===== src/rtl/fsm_cmd_driver_if.sv =====
// Request/response and controller-side bundle for fsm_cmd_driver.
// The slave view is the driver; master is the environment (sequencer plus controller status).
interface fsm_cmd_driver_if #(
    parameter int unsigned HOLD_W = 4
);
    logic              req_valid;
    logic              req_ready;
    logic              req_target;
    logic [HOLD_W-1:0] req_hold;
    logic [1:0]        cmd;
    logic [1:0]        status;
    logic              rsp_valid;
    logic              rsp_err;
    logic [1:0]        rsp_status;
    logic              busy;

    modport slave (
        input  req_valid, req_target, req_hold, status,
        output req_ready, cmd, rsp_valid, rsp_err, rsp_status, busy
    );

    modport master (
        output req_valid, req_target, req_hold, status,
        input  req_ready, cmd, rsp_valid, rsp_err, rsp_status, busy
    );
endinterface


===== src/rtl/fsm_cmd_driver.sv =====
// Drives the Blue/Red controller to a requested state with one toggle, confirms it,
// holds it for a requested number of cycles and returns a one-cycle response.
module fsm_cmd_driver #(
    parameter int unsigned TIMEOUT = 8,
    parameter int unsigned HOLD_W  = 4
) (
    input  logic              clk,
    input  logic              rst,
    fsm_cmd_driver_if.slave   bus_if
);
    localparam int unsigned TMO_W = 8;
    localparam logic [TMO_W-1:0] TMO_LAST = TMO_W'(TIMEOUT - 1);
    localparam logic [1:0] ST_BLUE = 2'h1;
    localparam logic [1:0] ST_RED  = 2'h2;
    localparam logic [1:0] CMD_NOP = 2'h0;
    localparam logic [1:0] CMD_TGL = 2'h1;

    typedef enum logic [2:0] {
        S_IDLE, S_CHECK, S_PULSE, S_WAIT, S_HOLD, S_RESP
    } state_e;

    state_e            state_q;
    logic              tgt_q;
    logic [HOLD_W-1:0] hold_q;
    logic [HOLD_W-1:0] hold_cnt_q;
    logic [TMO_W-1:0]  tmo_cnt_q;
    logic [1:0]        cmd_q;
    logic              rsp_valid_q;
    logic              rsp_err_q;
    logic [1:0]        rsp_status_q;
    logic              busy_q;
    logic              ready_q;

    logic              st_valid_c;
    logic              st_match_c;
    logic              to_resp_c;
    logic              resp_err_c;

    assign st_valid_c = (bus_if.status == ST_BLUE) || (bus_if.status == ST_RED);
    assign st_match_c = (bus_if.status == (tgt_q ? ST_RED : ST_BLUE));

    // Terminating decisions shared by CHECK, WAIT and HOLD
    always_comb begin
        to_resp_c  = 1'b0;
        resp_err_c = 1'b0;
        case (state_q)
            S_CHECK: begin
                if (!st_valid_c) begin
                    to_resp_c  = 1'b1;
                    resp_err_c = 1'b1;
                end else if (st_match_c && (hold_q == '0)) begin
                    to_resp_c  = 1'b1;
                end
            end
            S_WAIT: begin
                if (st_match_c) begin
                    to_resp_c  = (hold_q == '0);
                end else if (!st_valid_c || (tmo_cnt_q == TMO_LAST)) begin
                    to_resp_c  = 1'b1;
                    resp_err_c = 1'b1;
                end
            end
            S_HOLD: begin
                if (!st_match_c) begin
                    to_resp_c  = 1'b1;
                    resp_err_c = 1'b1;
                end else if (hold_cnt_q == HOLD_W'(1)) begin
                    to_resp_c  = 1'b1;
                end
            end
            default: ;
        endcase
    end

    always_ff @(posedge clk or posedge rst) begin
        if (rst) begin
            state_q      <= S_IDLE;
            tgt_q        <= 1'b0;
            hold_q       <= '0;
            hold_cnt_q   <= '0;
            tmo_cnt_q    <= '0;
            cmd_q        <= CMD_NOP;
            rsp_valid_q  <= 1'b0;
            rsp_err_q    <= 1'b0;
            rsp_status_q <= 2'h0;
            busy_q       <= 1'b0;
            ready_q      <= 1'b1;
        end else begin
            // cmd and rsp_valid are single-cycle pulses
            cmd_q       <= CMD_NOP;
            rsp_valid_q <= 1'b0;
            if (to_resp_c) begin
                state_q      <= S_RESP;
                rsp_valid_q  <= 1'b1;
                rsp_err_q    <= resp_err_c;
                rsp_status_q <= bus_if.status;
            end else begin
                case (state_q)
                    S_IDLE: begin
                        if (bus_if.req_valid) begin
                            state_q <= S_CHECK;
                            tgt_q   <= bus_if.req_target;
                            hold_q  <= bus_if.req_hold;
                            ready_q <= 1'b0;
                            busy_q  <= 1'b1;
                        end
                    end
                    S_CHECK: begin
                        if (st_match_c) begin
                            state_q    <= S_HOLD;
                            hold_cnt_q <= hold_q;
                        end else begin
                            state_q <= S_PULSE;
                            cmd_q   <= CMD_TGL;
                        end
                    end
                    S_PULSE: begin
                        state_q   <= S_WAIT;
                        tmo_cnt_q <= '0;
                    end
                    S_WAIT: begin
                        if (st_match_c) begin
                            state_q    <= S_HOLD;
                            hold_cnt_q <= hold_q;
                        end else begin
                            tmo_cnt_q <= tmo_cnt_q + TMO_W'(1);
                        end
                    end
                    S_HOLD: begin
                        hold_cnt_q <= hold_cnt_q - HOLD_W'(1);
                    end
                    S_RESP: begin
                        state_q <= S_IDLE;
                        ready_q <= 1'b1;
                        busy_q  <= 1'b0;
                    end
                    default: begin
                        state_q <= S_IDLE;
                        ready_q <= 1'b1;
                        busy_q  <= 1'b0;
                    end
                endcase
            end
        end
    end

    assign bus_if.cmd        = cmd_q;
    assign bus_if.rsp_valid  = rsp_valid_q;
    assign bus_if.rsp_err    = rsp_err_q;
    assign bus_if.rsp_status = rsp_status_q;
    assign bus_if.busy       = busy_q;
    assign bus_if.req_ready  = ready_q;
endmodule


===== src/flat_wrapper.sv =====
// flat-port wrapper written by rule: the top's interface ports become plain ports
module fsm_cmd_driver_flat 
#(
    parameter int unsigned TIMEOUT = 8,
    parameter int unsigned HOLD_W  = 4
)
  (clk, rst, bus_if_req_valid, bus_if_req_target, bus_if_req_hold, bus_if_status, bus_if_req_ready, bus_if_cmd, bus_if_rsp_valid, bus_if_rsp_err, bus_if_rsp_status, bus_if_busy);
  fsm_cmd_driver_if #(.HOLD_W(HOLD_W)) bus_if_i ();
  input  logic clk;
  input  logic rst;
  input wire logic [$bits(bus_if_i.req_valid)-1:0] bus_if_req_valid;
  input wire logic [$bits(bus_if_i.req_target)-1:0] bus_if_req_target;
  input wire logic [$bits(bus_if_i.req_hold)-1:0] bus_if_req_hold;
  input wire logic [$bits(bus_if_i.status)-1:0] bus_if_status;
  output wire logic [$bits(bus_if_i.req_ready)-1:0] bus_if_req_ready;
  output wire logic [$bits(bus_if_i.cmd)-1:0] bus_if_cmd;
  output wire logic [$bits(bus_if_i.rsp_valid)-1:0] bus_if_rsp_valid;
  output wire logic [$bits(bus_if_i.rsp_err)-1:0] bus_if_rsp_err;
  output wire logic [$bits(bus_if_i.rsp_status)-1:0] bus_if_rsp_status;
  output wire logic [$bits(bus_if_i.busy)-1:0] bus_if_busy;
  assign bus_if_i.req_valid = bus_if_req_valid;
  assign bus_if_i.req_target = bus_if_req_target;
  assign bus_if_i.req_hold = bus_if_req_hold;
  assign bus_if_i.status = bus_if_status;
  assign bus_if_req_ready = bus_if_i.req_ready;
  assign bus_if_cmd = bus_if_i.cmd;
  assign bus_if_rsp_valid = bus_if_i.rsp_valid;
  assign bus_if_rsp_err = bus_if_i.rsp_err;
  assign bus_if_rsp_status = bus_if_i.rsp_status;
  assign bus_if_busy = bus_if_i.busy;
  fsm_cmd_driver #(.TIMEOUT(TIMEOUT), .HOLD_W(HOLD_W)) u_core (.clk(clk), .rst(rst), .bus_if(bus_if_i));
endmodule

===== config.mk =====
export PLATFORM = sky130hd
export DESIGN_NAME = fsm_cmd_driver_flat
export DESIGN_NICKNAME = d
export VERILOG_FILES = /design/src/rtl/fsm_cmd_driver_if.sv /design/src/rtl/fsm_cmd_driver.sv /design/src/flat_wrapper.sv
export SDC_FILE = /design/constraint.sdc
export NUM_CORES = 1
export LEC_CHECK = 0
export CAP_MARGIN = 20
export CELL_PAD_IN_SITES_DETAIL_PLACEMENT = 0
export CELL_PAD_IN_SITES_GLOBAL_PLACEMENT = 1
export CORE_MARGIN = 5
export CORE_UTILIZATION = 30
export DETAILED_ROUTE_END_ITERATION = 8
export PLACE_DENSITY_LB_ADDON = 0.1
export SKIP_CTS_REPAIR_TIMING = 1
export SLEW_MARGIN = 5
export SYNTH_ARGS = -nofsm -noshare
export SYNTH_HDL_FRONTEND = slang
export SYNTH_SLANG_ARGS = --single-unit

===== constraint.sdc =====
create_clock -name clk -period 6.05 [get_ports clk]
set_input_delay 1.815 -clock clk [delete_from_list [all_inputs] [get_ports clk]]
set_output_delay 1.815 -clock clk [all_outputs]
set_load 0.1 [all_outputs]

==> flow_metrics.py, run 1 <==
metrics = {
    "outcome": {
        "status": "finished, final reports clean",
    },
    "clock_tree": {
        "cts_tree": "yes",
        "root_buffer": "clkbuf_8",
        "cts_made_buffers": 3,
        "clock_latency_ns": 0.27,
        "cts.path.max_buffers": 2,
        "numClockSinks": 27,
        "clkTransAtPathRegs_ns": 0.10,
        "htree_levels": 1,
    },
    "final_layout": {
        "nets": 178,
        "utilization_pct": 35.8,
        "multiInputGateArea_um2": 758,
        "stdcell_area_um2": 1790,
        "regArea_um2": 677,
        "nFillCells": 526,
        "areaGrowthSynthToFinish_pct": 18.0,
        "antenna_cells": 0,
        "layout-drive-gt1-share_pct": 15.2,
    },
    "sta": {
        "rsz0062_at_grt": "false",
        "slew_headroom_pct": 34.8,
        "period_minus_slack_ns": 3.77,
        "slew_viol_final": 0,
        "hold_violations": 0,
        "fin_tns_setup_ns": 0,
        "setup_viol_count_final": 0,
        "holdWs_ns": 0.483,
        "max_freq_ghz": 0.265,
        "finClkSkew_ns": 0.00284,
        "fin_crit_sh_pct": 62.3,
        "worst_slew_pin_slew_ns": 0.975,
    },
    "yosys": {
        "synth_cell_type_count": 48,
        "synth_area_leaders": "dfrtp_1 43%, mux2_2 3.7%, nor2_1 3.7%",
        "postSynthCellCount": 150,
        "synth_top_area_cell": "dfrtp_1",
        "syn_area_per_cell_um2": 10.1,
        "yosys_warnings": 0,
        "netlist.area_leader.share_pct": 42.8,
        "synth.cell_area_um2": 1520,
        "ys_ff_latch": 27,
        "synth-main-ff-cell": "dfrtp_1",
        "async_flop_share_pct": 100,
        "synth_edf_count": 0,
        "synth_seq_area_share_pct": 44.5,
        "synth_nets": 163,
    },
    "worst_setup_path": {
        "cpMaxStageDelayCell": "or4_1",
        "worstPathCellList": "clkdlybuf4s50_1 -> and3b_4 -> nor2_2 -> a21o_2 -> nand4_4 -> or4_1 -> a21oi_1",
        "crit_buf_inv": 1,
        "arrival_ns": 3.97,
        "path_max_fanout": 15,
        "end_kind": "flop",
        "max_stage_delay_ns": 0.56,
        "cp_top_family": "simple AND/OR/NAND/NOR gates",
        "startpoint_type": "input port",
        "worstSetupPathType": "input port to flop",
        "critPathRequiredTime_ns": 6.25,
    },
    "placement": {
        "hpwl_um": 2300,
        "placed_cell_area_um2": 1720,
        "io_buffers": 16,
        "gp_congestion": 0.750,
    },
    "route": {
        "drc": 0,
        "wl_per_cell_um": 13.4,
        "vias": 1112,
        "drt_iter0_drc": 44,
        "ant_nets": 0,
        "wl_um": 3140,
        "drt-pass1-iter-count": 5,
        "viasPerCell": 4.75,
    },
    "power_and_ir_drop": {
        "peakVddDrop_uv": 169,
        "power.density_nw_per_um2": 493,
        "power_leakage_uw": 0.000744,
    },
    "die": {
        "start_util_pct": 30.3,
        "rows": 26,
        "die_h_um": 81.2,
        "fp.dieW_um": 81.2,
        "core_um2": 5010,
        "ios": 18,
        "die_area_um2": 6590,
    },
    "grt": {
        "grt_pass1_wl_um": 5130,
        "grt_start_max_net_pins": 28,
        "grt-ovfl-total": 0,
        "antenna_found_initial": 0,
        "grt_use_total_pct": 10.2,
        "grt_pass1_vias": 1056,
    },
    "flow_run": {
        "drv_cap": 0,
    },
    "min_path": {
        "min_path_type": "flop to flop",
    },
}
[cell usage after synthesis (2+ instances only)]
library cell	count
a21oi_1	9
buf_2	2
buf_4	5
dfrtp_1	26
ha_1	3
inv_1	9
mux2_1	3
mux2_2	5
nand2_1	9
nand2b_1	4
nand3_1	4
nor2_1	15
nor3_1	5
o21a_1	2
o21ai_0	4
o221a_1	2
o31ai_1	3
or3_1	6
or4_1	4
xnor2_1	2
[power by group]
| part | internal (uW) | switching [uW] |
|---|---|---|
| registers | 248 | 70.1 |
| clock network | 46.2 | 58.7 |
| logic | 162 | 301 |
| total | 455 | 430 |
[per-layer routing]
layer	global-route usage, %	part of all wire [%]
met1	13.9	49
met2	16.2	47
met3	1.77	3.3
met4	3.55	0.86
met5	0	0
[area by class of cell]
| cell class | count | area share, % |
|---|---|---|
| clock inverters | 1 | 0.279 |
| repair buffers | 17 | 10.5 |
| multi-input cells | 106 | 42.3 |
| flip-flops and latches | 27 | 37.7 |
| clock buffers | 3 | 2.30 |
| inverters | 10 | 2.09 |
| well taps | 70 | 4.88 |
[layout by cell type, fill, tap and decap left out, drive strengths merged, types with 3 or more instances in the layout]
master         instances
clkbuf                 3
clkdlybuf4s50         16
or3                    6
a21oi                  9
ha                     3
mux2                   8
o31ai                  3
inv                   10
dfrtp                 26
nand2b                 4
nor3                   6
nand3                  5
o21ai                  5
nor2                  16
or4                    4
nand2                  9
[through the flow]
step / total power (uW) / worst slack [ns] / instances
floorplan: 696 / 2.71 / 150
global placement: 784 / 2.07 / 229
detailed placement: 788 / 2.02 / 229
CTS: 896 / 2.27 / 233
global route: 947 / 2.16 / 234
finish: 885 / 2.28 / 234
[cells by family (layout without fill, tap and decap cells)]
family	Yosys count	in the layout	share of synthesized area [%]
AOI/OAI and AO/OA	32	32	16.5
buffers and inverters	17	31	5.60
adders and majority gates	3	3	2.47
xor gates and xnor gates	2	2	1.15
other	1	1	0.247
and+or+nand+nor	59	59	23.0
muxes	9	9	6.58
DFF	27	27	44.5
[final timing paths]
| check | from | end | slack [ns] | depth (start not counted) |
|---|---|---|---|---|
| worst min-delay path | u_core.bus_if.req_ready$_DFFE_PP1P_ | u_core.bus_if.req_ready$_DFFE_PP1P_ | 0.48 | 2 |
| min in group asynchronous | rst | u_core.bus_if.rsp_status[0]$_DFFE_PP0N_ | 1.89 | 2 |
| max in group asynchronous | rst | u_core.bus_if.req_ready$_DFFE_PP1P_ | 3.60 | 3 |
| worst max-delay path | bus_if_status[1] | u_core.tmo_cnt_q[5]$_DFFE_PP0P_ | 2.28 | 7 |
| worst max register to register | u_core.state_q[1]$_DFFE_PP0P_ | u_core.tmo_cnt_q[5]$_DFFE_PP0P_ | 3.78 | 6 |
| worst min register to register | u_core.bus_if.req_ready$_DFFE_PP1P_ | u_core.bus_if.req_ready$_DFFE_PP1P_ | 0.48 | 2 |
[flip-flops by register name (all words and copies together) (netlist names)]
name                      flops
u_core.bus_if.busy            1
u_core.bus_if.cmd             1
u_core.bus_if.req_ready       1
u_core.bus_if.rsp_err         1
u_core.bus_if.rsp_status      2
u_core.bus_if.rsp_valid       1
u_core.hold_cnt_q             4
u_core.hold_q                 4
u_core.state_q                3
u_core.tgt_q                  1
u_core.tmo_cnt_q              8
[worst min-delay path: cells and delay by family, from the launching register on]
kind | cells | cell delay (ns)
flip-flops | 1 | 0.39
AND/OR/NAND/NOR | 1 | 0.05
AO/OA/AOI/OAI | 1 | 0.06
No activity file was read; power rests on OpenSTA's default activity.
==> inputs of run 2 (changes only) <==
clock period = 3.3 ns   (was 6.05 ns; I/O delays follow)
==> run 2 against run 1 <==
- hold slack improved by 0.0063 ns
- utilization decreased by 0.45 points
- non-clock buffer count increased by 2
- cell area down 1.3%
- combinational power rose by 85%
- critical path depth stayed put
- via count rose by 2.2%
- first-iteration DRC count is 59% higher
- sequential share of layout area is 0.48 points higher
- routed wire length down 0.29%
==> flow_metrics.py, run 2 (synthesized netlist as in run 1, its figures left out) <==
metrics = {
    "final_layout": {
        "reg_top3": "u_core.tmo_cnt_q (8), u_core.hold_cnt_q (4), u_core.hold_q (4)",
        "largest_reg_flops": 8,
        "nets": 180,
        "antenna_cells": 0,
        "largest-register": "u_core.tmo_cnt_q",
        "areaGrowthSynthToFinish_pct": 16.5,
        "final_cell_mix": "26 x dfrtp_1, 15 x nor2_1, 10 x buf_4",
        "final_common_cell": "dfrtp_1",
        "utilization_pct": 35.4,
        "stdcell_count": 236,
        "layout-drive-gt1-share_pct": 20.5,
    },
    "worst_setup_path": {
        "end_kind": "flop",
        "worstSetupPathType": "input port to flop",
        "worstPathCellList": "clkdlybuf4s50_1 -> and3b_4 -> nor2_2 -> a21o_2 -> nand4_4 -> or4_1 -> a21oi_1",
        "max_stage_delay_ns": 0.55,
        "crit_buf_inv": 1,
        "reg2reg_setup_slack_ns": 1.06,
        "cpMaxStageDelayCell": "clkdlybuf4s50_1",
        "arrival_ns": 3.13,
        "r2r-start": "u_core.state_q[2]$_DFFE_PP0P_",
        "crit_end": "u_core.tmo_cnt_q[5]$_DFFE_PP0P_",
        "reg2reg_depth": 6,
        "cp-startpoint": "bus_if_status[1]",
        "startpoint_type": "input port",
        "critical_path_depth": 7,
        "cp_top_family": "simple AND/OR/NAND/NOR gates",
        "path_max_fanout": 15,
        "critPathRequiredTime_ns": 3.51,
        "r2r_end": "u_core.hold_cnt_q[2]$_DFFE_PP0P_",
    },
    "grt": {
        "antenna_found_initial": 0,
        "grt_start_max_net_pins": 28,
        "grt_use_total_pct": 10.9,
        "grt_pass1_vias": 1176,
        "grt_pass1_wl_um": 5490,
        "grt-ovfl-total": 0,
    },
    "die": {
        "die_h_um": 81.2,
        "start_util_pct": 30.3,
        "ios": 18,
        "fp.dieW_um": 81.2,
        "die_area_um2": 6590,
        "rows": 26,
        "core_um2": 5010,
    },
    "route": {
        "drt-pass1-iter-count": 4,
        "drc": 0,
        "ant_nets": 0,
        "viasPerCell": 4.82,
        "wl_um": 3130,
        "vias": 1137,
        "wl_per_cell_um": 13.3,
        "drt_iter0_drc": 70,
    },
    "clock_tree": {
        "htree_levels": 1,
        "clkTransAtPathRegs_ns": 0.10,
        "cts_made_buffers": 3,
        "numClockSinks": 27,
        "clock_latency_ns": 0.27,
        "cts.path.max_buffers": 2,
        "cts_tree": "yes",
        "root_buffer": "clkbuf_8",
    },
    "power_and_ir_drop": {
        "peakVddDrop_uv": 353,
        "power_leakage_uw": 0.000753,
        "power.density_nw_per_um2": 921,
    },
    "sta": {
        "slew_headroom_pct": 57.9,
        "max_freq_ghz": 0.342,
        "fin_tns_setup_ns": 0,
        "period_minus_slack_ns": 2.92,
        "slew_viol_final": 0,
        "fin_crit_sh_pct": 88.5,
        "finClkSkew_ns": 0.00318,
        "hold_violations": 0,
        "rsz0062_at_grt": "false",
        "setup_viol_count_final": 0,
        "worst_slew_pin_slew_ns": 0.630,
    },
    "placement": {
        "place_inst": 232,
        "io_buffers": 16,
        "hpwl_um": 2360,
        "gp_congestion": 0.732,
    },
    "outcome": {
        "status": "finished, final reports clean",
    },
    "flow_run": {
        "drv_cap": 0,
    },
    "min_path": {
        "min_path_type": "flop to flop",
    },
}
[run 2: changes by cell type in the layout (fill, tap and decap cells not counted), sizes merged]
cell | before | now
buf | 1 | 10
clkdlybuf4s50 | 16 | 9
[run 2: worst min-delay path by stage]
stage / from / end / slack, ns / cells after the start
after floorplan: u_core.tmo_cnt_q[1]$_DFFE_PP0P_ / u_core.tmo_cnt_q[1]$_DFFE_PP0P_ / 0.48 / 1
after global placement: u_core.bus_if.req_ready$_DFFE_PP1P_ / u_core.bus_if.req_ready$_DFFE_PP1P_ / 0.47 / 2
after detailed placement: u_core.bus_if.req_ready$_DFFE_PP1P_ / u_core.bus_if.req_ready$_DFFE_PP1P_ / 0.48 / 2
after CTS: u_core.bus_if.req_ready$_DFFE_PP1P_ / u_core.bus_if.req_ready$_DFFE_PP1P_ / 0.50 / 2
after global routing: u_core.bus_if.req_ready$_DFFE_PP1P_ / u_core.bus_if.req_ready$_DFFE_PP1P_ / 0.51 / 2
final: u_core.bus_if.req_ready$_DFFE_PP1P_ / u_core.bus_if.req_ready$_DFFE_PP1P_ / 0.49 / 2
[run 2: worst reg2reg max path: stages, from the launching register on]
cell and delay [ns]:
dfrtp_1 0.57, nor3b_1 0.59, nand3_1 0.20, o31a_4 0.18, nand3_2 0.22, nor2_1 0.13, o221a_1 0.25
[run 2: final cells by class]
| type | instances | area, um^2 |
|---|---|---|
| clock buffers | 3 | 41.3 |
| clock inverters | 1 | 5.00 |
| fillers | 541 | 3240 |
| inverters | 10 | 37.5 |
| multi-input cells | 106 | 758 |
| flip-flops and latches | 27 | 677 |
| well taps | 70 | 87.6 |
| repair buffers | 19 | 165 |
[run 2: routing by layer]
metal,global-route usage [%],vias to the layer above,wire [um]
met2,18.5,14,1530
met4,4.05,0,44
met5,0,-,0
li1,-,565,-
met3,1.77,4,93
met1,13.8,554,1470
[run 2: per-stage QoR]
step / hold WS (ns) / area [um^2] / total power (uW) / setup WS, ns
2_1_floorplan: 0.476 / 1520 / 1280 / 0.783
3_3_place_gp: 0.465 / 1730 / 1450 / 0.146
3_5_place_dp: 0.482 / 1730 / 1460 / 0.0835
4_1_cts: 0.496 / 1770 / 1660 / 0.361
5_1_grt: 0.511 / 1770 / 1750 / 0.216
6_report: 0.490 / 1770 / 1630 / 0.379
[run 2: report_power, final]
| group | internal (uW) | total, uW | switching, uW |
|---|---|---|---|
| Clock | 84.8 | 193 | 108 |
| Combinational | 295 | 858 | 563 |
| Sequential | 454 | 580 | 126 |
==> inputs of run 3 (changes only) <==
SLEW_MARGIN = default   (was 5)
==> results of run 3 <==
Same layout as run 2: the final DEF is identical, and so are final timing and power.
